### src/rtl/output_converter_pkg.sv
// Shared state encoding and width derivation for the result-stream output converter.
package output_converter_pkg;

    localparam int unsigned PTS_W = 64;

    typedef enum logic [1:0] {
        ST_IDLE  = 2'd0,
        ST_FETCH = 2'd1,
        ST_LOAD  = 2'd2,
        ST_SEND  = 2'd3
    } state_e;

    // Ceiling log2; returns 0 for values of 0 or 1.
    function automatic int unsigned clogb2(input int unsigned value);
        int unsigned result;
        result = 0;
        for (int unsigned i = 0; i < 32; i++) begin
            if ((64'd1 << i) < 64'(value)) result = i + 1;
        end
        return result;
    endfunction

    function automatic int unsigned calc_beats(input int unsigned word_w, input int unsigned stream_w);
        return (word_w <= stream_w) ? 1 : word_w / stream_w;
    endfunction

    function automatic int unsigned calc_beat_w(input int unsigned word_w, input int unsigned stream_w);
        int unsigned w;
        w = clogb2(calc_beats(word_w, stream_w));
        return (w == 0) ? 1 : w;
    endfunction

    function automatic bit widths_legal(input int unsigned word_w, input int unsigned stream_w);
        return (stream_w != 0) && ((word_w <= stream_w) || ((word_w % stream_w) == 0));
    endfunction

endpackage

### src/rtl/output_converter_if.sv
// AXI-Stream transmit channel carrying serialised result words.
interface output_converter_if #(
    parameter int unsigned STREAM_WIDTH = 256
);
    logic [STREAM_WIDTH-1:0] m_axis_tdata;
    logic                    m_axis_tvalid;
    logic                    m_axis_tlast;
    logic                    m_axis_tready;

    modport master (
        output m_axis_tdata,
        output m_axis_tvalid,
        output m_axis_tlast,
        input  m_axis_tready
    );

    modport slave (
        input  m_axis_tdata,
        input  m_axis_tvalid,
        input  m_axis_tlast,
        output m_axis_tready
    );
endinterface

### src/rtl/output_converter_serializer.sv
// Holds one result word and presents it LSB slice first as stream beats.
module output_serializer
    import output_converter_pkg::*;
#(
    parameter int unsigned STREAM_WIDTH = 256,
    parameter int unsigned WORD_WIDTH   = 128
) (
    input  logic                    clk,
    input  logic                    reset_n,
    input  logic                    i_load,
    input  logic [WORD_WIDTH-1:0]   i_word,
    input  logic                    i_send,
    input  logic                    i_tready,
    input  logic                    i_last_pt,
    output logic [STREAM_WIDTH-1:0] o_tdata_c,
    output logic                    o_tlast_c,
    output logic                    o_final_beat_c
);
    localparam int unsigned BEATS  = calc_beats(WORD_WIDTH, STREAM_WIDTH);
    localparam int unsigned BEAT_W = calc_beat_w(WORD_WIDTH, STREAM_WIDTH);
    localparam int unsigned REG_W  = BEATS * STREAM_WIDTH;

    logic [REG_W-1:0]  word_q, word_d;
    logic [BEAT_W-1:0] beat_q, beat_d;

    assign o_final_beat_c = (beat_q == BEAT_W'(BEATS - 1));
    assign o_tlast_c      = i_send & o_final_beat_c & i_last_pt;

    // Load zero-extends narrow words; beat only advances on a non-final handshake.
    always_comb begin
        word_d = word_q;
        beat_d = beat_q;
        if (i_load) begin
            word_d = REG_W'(i_word);
            beat_d = '0;
        end else if (i_send && i_tready && !o_final_beat_c) begin
            beat_d = beat_q + BEAT_W'(1);
        end
    end

    always_comb begin
        o_tdata_c = '0;
        for (int unsigned b = 0; b < BEATS; b++) begin
            if (beat_q == BEAT_W'(b)) o_tdata_c = word_q[b*STREAM_WIDTH +: STREAM_WIDTH];
        end
    end

    always_ff @(posedge clk) begin
        if (!reset_n) begin
            word_q <= '0;
            beat_q <= '0;
        end else begin
            word_q <= word_d;
            beat_q <= beat_d;
        end
    end

endmodule

### src/rtl/output_converter.sv
// Drains result words from the FIFO and streams them out, one job of N points per start pulse.
module output_converter
    import output_converter_pkg::*;
#(
    parameter int unsigned STREAM_WIDTH = 256,
    parameter int unsigned PRECISION    = 32,
    parameter int unsigned DIMENSION    = 4,
    parameter int unsigned WORD_WIDTH   = DIMENSION * PRECISION
) (
    input  logic                  clk,
    input  logic                  reset_n,
    input  logic                  i_start,
    input  logic [PTS_W-1:0]      i_num_pts,
    input  logic                  i_fifo_empty,
    input  logic [WORD_WIDTH-1:0] i_fifo_data,
    output logic                  o_fifo_read,
    output_converter_if.master    m_axis,
    output logic                  o_busy,
    output logic                  o_done,
    output logic [PTS_W-1:0]      SENT_PTS
);
    if (!widths_legal(WORD_WIDTH, STREAM_WIDTH)) begin : g_illegal_width
        $error("output_converter: WORD_WIDTH must be <= STREAM_WIDTH or a multiple of it");
    end

    state_e           state_q, state_d;
    logic [PTS_W-1:0] count_q, count_d;
    logic [PTS_W-1:0] sent_pts_q, sent_pts_d;
    logic             done_q, done_d;
    logic             fifo_read_c;
    logic             final_beat_c;
    logic             last_pt_c;
    logic             send_c;

    assign send_c    = (state_q == ST_SEND);
    assign last_pt_c = (sent_pts_q == count_q - 64'd1);

    output_serializer #(
        .STREAM_WIDTH (STREAM_WIDTH),
        .WORD_WIDTH   (WORD_WIDTH)
    ) u_serializer (
        .clk            (clk),
        .reset_n        (reset_n),
        .i_load         (state_q == ST_LOAD),
        .i_word         (i_fifo_data),
        .i_send         (send_c),
        .i_tready       (m_axis.m_axis_tready),
        .i_last_pt      (last_pt_c),
        .o_tdata_c      (m_axis.m_axis_tdata),
        .o_tlast_c      (m_axis.m_axis_tlast),
        .o_final_beat_c (final_beat_c)
    );

    // Job sequencing: one FIFO pop per point, then that point's beats.
    always_comb begin
        state_d     = state_q;
        count_d     = count_q;
        sent_pts_d  = sent_pts_q;
        done_d      = 1'b0;
        fifo_read_c = 1'b0;
        unique case (state_q)
            ST_IDLE: begin
                if (i_start) begin
                    sent_pts_d = '0;
                    if (i_num_pts != '0) begin
                        count_d = i_num_pts;
                        state_d = ST_FETCH;
                    end else begin
                        done_d = 1'b1;
                    end
                end
            end
            ST_FETCH: begin
                if (!i_fifo_empty) begin
                    fifo_read_c = 1'b1;
                    state_d     = ST_LOAD;
                end
            end
            ST_LOAD: state_d = ST_SEND;
            ST_SEND: begin
                if (m_axis.m_axis_tready && final_beat_c) begin
                    sent_pts_d = sent_pts_q + 64'd1;
                    if (sent_pts_q + 64'd1 == count_q) begin
                        state_d = ST_IDLE;
                        done_d  = 1'b1;
                    end else begin
                        state_d = ST_FETCH;
                    end
                end
            end
            default: state_d = ST_IDLE;
        endcase
    end

    always_ff @(posedge clk) begin
        if (!reset_n) begin
            state_q    <= ST_IDLE;
            count_q    <= '0;
            sent_pts_q <= '0;
            done_q     <= 1'b0;
        end else begin
            state_q    <= state_d;
            count_q    <= count_d;
            sent_pts_q <= sent_pts_d;
            done_q     <= done_d;
        end
    end

    assign o_fifo_read          = fifo_read_c;
    assign m_axis.m_axis_tvalid = send_c;
    assign o_busy               = (state_q != ST_IDLE);
    assign o_done               = done_q;
    assign SENT_PTS             = sent_pts_q;

endmodule
### src/flat_wrapper.sv
// flat-port wrapper written by rule: the top's interface ports become plain ports
module output_converter_flat import output_converter_pkg::*;
#(
    parameter int unsigned STREAM_WIDTH = 256,
    parameter int unsigned PRECISION    = 32,
    parameter int unsigned DIMENSION    = 4,
    parameter int unsigned WORD_WIDTH   = DIMENSION * PRECISION
)
  (clk, reset_n, i_start, i_num_pts, i_fifo_empty, i_fifo_data, o_fifo_read, o_busy, o_done, SENT_PTS, m_axis_m_axis_tdata, m_axis_m_axis_tvalid, m_axis_m_axis_tlast, m_axis_m_axis_tready);
  output_converter_if #(.STREAM_WIDTH(STREAM_WIDTH)) m_axis_i ();
  input  logic clk;
  input  logic reset_n;
  input  logic i_start;
  input  logic [PTS_W-1:0] i_num_pts;
  input  logic i_fifo_empty;
  input  logic [WORD_WIDTH-1:0] i_fifo_data;
  output logic o_fifo_read;
  output logic o_busy;
  output logic o_done;
  output logic [PTS_W-1:0] SENT_PTS;
  output wire logic [$bits(m_axis_i.m_axis_tdata)-1:0] m_axis_m_axis_tdata;
  output wire logic [$bits(m_axis_i.m_axis_tvalid)-1:0] m_axis_m_axis_tvalid;
  output wire logic [$bits(m_axis_i.m_axis_tlast)-1:0] m_axis_m_axis_tlast;
  input wire logic [$bits(m_axis_i.m_axis_tready)-1:0] m_axis_m_axis_tready;
  assign m_axis_m_axis_tdata = m_axis_i.m_axis_tdata;
  assign m_axis_m_axis_tvalid = m_axis_i.m_axis_tvalid;
  assign m_axis_m_axis_tlast = m_axis_i.m_axis_tlast;
  assign m_axis_i.m_axis_tready = m_axis_m_axis_tready;
  output_converter #(.STREAM_WIDTH(STREAM_WIDTH), .PRECISION(PRECISION), .DIMENSION(DIMENSION), .WORD_WIDTH(WORD_WIDTH)) u_core (.clk(clk), .reset_n(reset_n), .i_start(i_start), .i_num_pts(i_num_pts), .i_fifo_empty(i_fifo_empty), .i_fifo_data(i_fifo_data), .o_fifo_read(o_fifo_read), .m_axis(m_axis_i), .o_busy(o_busy), .o_done(o_done), .SENT_PTS(SENT_PTS));
endmodule
### config.mk
export PLATFORM = sky130hd
export DESIGN_NAME = output_converter_flat
export DESIGN_NICKNAME = d
export VERILOG_FILES = /design/src/rtl/output_converter_pkg.sv /design/src/rtl/output_converter_if.sv /design/src/rtl/output_converter_serializer.sv /design/src/rtl/output_converter.sv /design/src/flat_wrapper.sv
export SDC_FILE = /design/constraint.sdc
export NUM_CORES = 1
export LEC_CHECK = 0
export BUFFER_PORTS_ARGS = -buffer_cell sky130_fd_sc_hd__buf_2
export CORE_AREA = 2 2 204 206
export DETAILED_ROUTE_END_ITERATION = 8
export DIE_AREA = 0 0 206 208
export MAX_ROUTING_LAYER = met4
export PLACE_DENSITY = 0.7
export SKIP_CTS_REPAIR_TIMING = 1
export SKIP_LAST_GASP = 1
export SLEW_MARGIN = 20
export SYNTH_ARGS = -nofsm -noshare
export SYNTH_HDL_FRONTEND = slang
export SYNTH_SLANG_ARGS = --single-unit
### constraint.sdc
create_clock -name clk -period 4.8 [get_ports clk]
set_input_delay 0.96 -clock clk [delete_from_list [all_inputs] [get_ports clk]]
set_output_delay 0.96 -clock clk [all_outputs]
set_load 0.01 [all_outputs]
== Word level (Yosys, flattened, before mapping) ==
Cells that the tools add are included.

* Register bits after elaboration: 260
* Input port bits: 197
* Output and inout port bits: 325
* Word-level logic and storage cells: 50

* Add/sub/neg operators: 3
* Equal/unequal tests: 9
* Multiplexer cells: 17
* Bitwise gates (word level): 4
* Reduce and logical (&&, ||, !) cells: 11

{| class="wikitable"
|+ Operators by type and width
! kind !! number
|-
| $eq 64x64->1 || 2
|-
| $mux 128 || 1
|-
| $mux 64 || 2
|-
| $pmux 64 s2 || 1
|-
| $add 64x1->64 const B || 1
|-
| $reduce_bool 64->1 || 1
|-
| $sub 64x1->64 const B || 1
|-
| $mux 2 || 4
|-
| $pmux 2 s4 || 1
|-
| $mux 1 || 7
|-
| $reduce_and 3->1 || 2
|-
| $eq 2x2->1 const B || 2
|-
| $ne 2x1->1 const B || 2
|-
| $ne 2x2->1 const B || 2
|-
| $reduce_and 4->1 || 1
|-
| $reduce_bool 2->1 || 2
|-
| $logic_and 1x1->1 || 3
|-
| $and 1x1->1 || 2
|-
| $eq 2x1->1 const B || 1
|-
| $logic_not 2->1 || 1
|-
| $not 1->1 || 2
|-
| $pmux 1 s2 || 1
|-
| $reduce_or 2->1 || 1
|-
| $add 1x1->1 const B || 1
|}

== Longest topological paths before layout ==
* Word-level depth: 5
* Depth in mapped cells: 12
* Mapped depth without buffers: 10

== Cells and area by module ==
A second synthesis with hierarchy kept.

* Cells, all modules: 1916
* Area, all modules: 16184.3 sq um

{| class="wikitable"
|+ Modules (own cells, without submodules)
! module !! instances !! cells each !! area an instance (sq um) !! seq. area each (sq um)
|-
| output_converter || 1 || 1227 || 9311.4 || 2622.5
|-
| output_serializer || 1 || 689 || 6872.8 || 2582.5
|}

== Worst setup path after synthesis ==
Ideal clock, no wire load.

* Path type: flip-flop to output port
* Start point: register u_core.count_q[42]
* End point: output port m_axis_m_axis_tlast
* Data arrival time: 3.018 ns
* Data required time: 3.840 ns
* Setup slack: 0.822 ns
* Stages on the path, launching flop included: 10
* Buffers on the path: 0
* Cell sequence: dfxtp_1 -> or4_1 -> or4_1 -> or4_4 -> nor4_2 -> nand3_1 -> xnor2_1 -> nand3_1 -> a2111oi_0 -> and4_1

* Longest elaborated chain between the ends: 3

{| class="wikitable"
|+ Ends and longest elaborated chain
! item !! line !! text
|-
| start, declared || output_converter.sv:27 || <nowiki>logic [PTS_W-1:0] count_q, count_d;</nowiki>
|-
| start signal, assigned || output_converter.sv:103 || <nowiki>count_q <= count_d;</nowiki>
|-
| $sub 64x1->64 || output_converter.sv:36 || <nowiki>assign last_pt_c = (sent_pts_q == count_q - 64'd1);</nowiki>
|-
| $eq 64x64->1 || output_converter.sv:36 ||
|-
| $and 1x1->1 || output_converter_serializer.sv:27 || <nowiki>assign o_tlast_c = i_send & o_final_beat_c & i_last_pt;</nowiki>
|-
| end, declared || flat_wrapper.sv:23 || <nowiki>output wire logic [$bits(m_axis_i.m_axis_tlast)-1:0] m_axis_m_axis_tlast;</nowiki>
|}

No other way between the ends.

== Worst setup path in the final report ==
* Start point: register u_core.count_q[43]
* End point: output port m_axis_m_axis_tlast

Same word-level chain as after synthesis.

==> results.py <==
metrics = {
    "logic_synthesis": {
        "synth_area_mm2": 0.0159,
        "synth_edf_count": 0,
        "ys_seq_elements": 260,
        "yosys-top-cells-area": "dfxtp_1, mux2i_1, nor2_1, buf_4, nor2b_1",
        "synth.distinct_cells": 71,
        "ys_warn_count": 0,
        "synth_flop_cell": "dfxtp_1",
        "syn_avg_cell_area_um2": 8.12,
        "async_flop_share": 0,
        "synth_seq_area_share": 0.327,
        "synth.top_cell.area_share": 0.327,
        "yosysTopAreaCell": "dfxtp_1",
        "synthCells": 1964,
    },
    "detailed_routing": {
        "vias_per_cell": 5.38,
        "drt_drc_violations_left": 0,
        "routed_wl_um": 57700,
        "vias": 15448,
        "ant_nets": 0,
        "drt-initial-drc-count": 1256,
        "detail_route.wl_per_cell_um": 20.1,
        "drt_first_pass_iters": 5,
    },
    "global_route": {
        "grt_overflow_total": 0,
        "grt_pass1_wl_um": 85500,
        "antenna_found_initial": 5,
        "grt_max_degree": 119,
        "track_usage": 0.263,
        "grt_pass1_vias": 14395,
    },
    "sta": {
        "drv_slew": 0,
        "final.period_utilization": 1.01,
        "rsz0062_at_grt": "true",
        "slew_headroom": 0.282,
        "setup_viol_count_final": 1,
        "clock.fmax_mhz": 206,
        "final.setup.worst_slack_ps": -43.7,
        "skew_ps": 20.2,
        "hold_viol_final": 0,
        "fin_crit_ps": 4840,
        "hold-worst-slack_ps": 486,
        "worstMarginPinSlew_ps": 1080,
    },
    "power": {
        "power-per-cell-area_mw_per_mm2": 454,
        "comb_power_share": 0.400,
        "seqPwrFrac": 0.317,
        "vdd_ir_drop_max_uv": 355,
        "leakage_nw": 8.46,
        "total_power_mw": 8.75,
        "clkPwrFrac": 0.284,
        "switchingPower_mw": 3.33,
        "switching_share": 0.380,
        "p_int_mw": 5.42,
    },
    "place": {
        "place_area_mm2": 0.0180,
        "dp_hpwl_um": 43800,
        "gp_congestion": 1.02,
        "dpl_worst_slack_ps": 261,
        "portBuffers": 393,
    },
    "floorplan": {
        "row_count": 74,
        "chipHeight_um": 208,
        "start_util": 0.393,
        "die_w_um": 206,
        "dieArea_mm2": 0.0428,
        "coreArea_mm2": 0.0406,
        "pin_count": 522,
    },
    "worst_setup_path": {
        "worstPathMaxFanout": 6,
        "arrival_ps": 3880,
        "crit_family": "simple AND/OR/NAND/NOR gates",
        "path_class": "flop to output pin",
        "crit_top_cell": "or4_4",
        "timing.rr.end": "u_core.state_q[0]",
        "crit_buf_inv": 1,
        "end_kind": "output pin",
        "critPathSlowestCell": "or4_4",
        "cp.required_ps": 3840,
        "worstPathCellList": "or4_4, or4_4, or4_4, nor4_4, xnor2_1, a31oi_1, nor4_2, and4_1, and4_1, buf_2",
        "rr_startpoint": "u_core.SENT_PTS[1]",
        "start_kind": "flop",
        "reg2reg_setup_slack_ps": 530,
        "cpPeakStageDelay_ps": 540,
        "rr_worst_depth": 10,
    },
    "finish": {
        "final_nets": 2512,
        "fill_cells": 4068,
        "final_layout_size_suffix_gt1_frac": 0.238,
        "area_growth_pct": 20.9,
        "postLayoutCellArea_mm2": 0.0193,
        "fin_util": 0.475,
    },
    "outcome": {
        "status": "finished, violations left",
        "failed_checks": "negative setup slack",
    },
    "worst_hold_path": {
        "min_from": "u_core.u_serializer.word_q[63]",
        "hold_depth": 2,
        "min_to": "u_core.u_serializer.word_q[63]",
        "hold_path_class": "flop to flop",
    },
    "clock_tree": {
        "cts_sinks": 260,
        "clock_latency_ps": 600,
        "numCtsBuffers": 31,
        "htreeDepth": 1,
        "cts_buffer_depth": 3,
        "cts_tree": "built",
        "cts-root-buf": "clkbuf_16",
        "path_clk_slew_ps": 60,
    },
    "flow_run": {
        "maxCapViolCount": 0,
    },
}
==> state kept, by name (all words and copies together), names as in the netlist <==
name,count
u_core.u_serializer.word_q,128
u_core.SENT_PTS,64
u_core.count_q,64
u_core.state_q,2
u_core.o_done,1
u_core.u_serializer.beat_q,1
==> per-stage QoR <==
step	std cells	setup TNS, ps
after detailed placement	2807	0
after global placement	2807	0
after global routing	2871	-207
final	2871	-43.7
after CTS	2865	-404
after floorplan	2091	0
==> layout make-up <==
class / instances / area [µm²] / area share
sequential: 260 / 5210 / 0.271
tap: 532 / 666 / 0.0346
multi-input combinational: 1556 / 9840 / 0.511
antenna: 5 / 12.5 / 0.000649
clock buffer: 49 / 953 / 0.0495
clock inverter: 9 / 121 / 0.00630
timing repair buffer: 446 / 2400 / 0.125
inverter: 14 / 57.6 / 0.00299
==> placed cells by master (no fill, tap or decap), types with 9 or more instances in the layout <==
master	synthesis	final
and4_1	13	13
mux2i_1	196	196
nand4_1	48	48
a211oi_1	9	9
nor2_1	300	297
a21oi_1	82	82
nor2b_1	136	136
nor3_1	67	63
xor2_1	65	65
clkbuf_8	0	11
nand3_1	40	38
or3_1	19	17
dfxtp_1	260	257
nor4_1	52	47
buf_2	15	393
o21ai_0	40	39
nor4_2	11	13
inv_1	14	13
xnor2_1	84	83
nand2_1	104	104
a31oi_1	10	10
conb_1	1	128
clkbuf_16	0	31
buf_4	130	50
and3_1	26	26
==> kinds of logic after synthesis <==
family / count (synthesis) / synth area share
adders and majority gates: 6 / 0.00471
muxes: 196 / 0.123
DFF: 260 / 0.327
AOI/OAI and AO/OA: 203 / 0.0794
buffers and inverters: 275 / 0.0970
xor gates and xnor gates: 150 / 0.0829
other: 1 / 0.000235
and+or+nand+nor: 873 / 0.286
==> synthesized netlist by cell type (9+ instances only) <==
master / count
nor2_1: 300
dfxtp_1: 260
mux2i_1: 196
nor2b_1: 136
buf_4: 130
nand2_1: 104
clkbuf_1: 101
xnor2_1: 84
a21oi_1: 82
nor3_1: 67
xor2_1: 65
nor4_1: 52
nand4_1: 48
nand3_1: 40
o21ai_0: 40
and3_1: 26
or3_1: 19
buf_2: 15
buf_1: 14
inv_1: 14
and4_1: 13
nor4_2: 11
a31oi_1: 10
a211oi_1: 9
==> how the worst max path moves through the flow <==
stage | start | end | slack, ps | cells after the start
floorplan | u_core.count_q[42] | m_axis_m_axis_tlast | 820 | 9
detailed placement | u_core.count_q[13] | m_axis_m_axis_tlast | 260 | 11
global placement | u_core.count_q[13] | m_axis_m_axis_tlast | 300 | 11
global route | u_core.count_q[13] | m_axis_m_axis_tlast | -210 | 11
finish | u_core.count_q[43] | m_axis_m_axis_tlast | -40 | 10
CTS | u_core.count_q[13] | m_axis_m_axis_tlast | -400 | 11
==> tightest hold or removal path, delay by kind of cell (launching register included) <==
kind	cells	cell delay (ps)
flip-flops	1	320
AND/OR/NAND/NOR	1	70
multiplexers	1	60
==> metal layers <==
metal / vias up / GRT usage / share of wire
met4: 0 / 0.0953 / 0.033
met5: - / - / 0
met1: 7335 / 0.339 / 0.42
met3: 116 / 0.0536 / 0.087
li1: 7269 / - / -
met2: 728 / 0.406 / 0.46
==> power groups by stage <==
stage | logic [mW] | clock network, mW | registers, mW
3_5_place_dp | 3.36 | 0 | 2.80
5_1_grt | 3.78 | 2.63 | 2.81
6_report | 3.50 | 2.48 | 2.77
4_1_cts | 3.38 | 2.53 | 2.76
3_3_place_gp | 3.32 | 0 | 2.78
2_1_floorplan | 2.47 | 0 | 2.69
No activity file was read; power rests on OpenSTA's default activity.
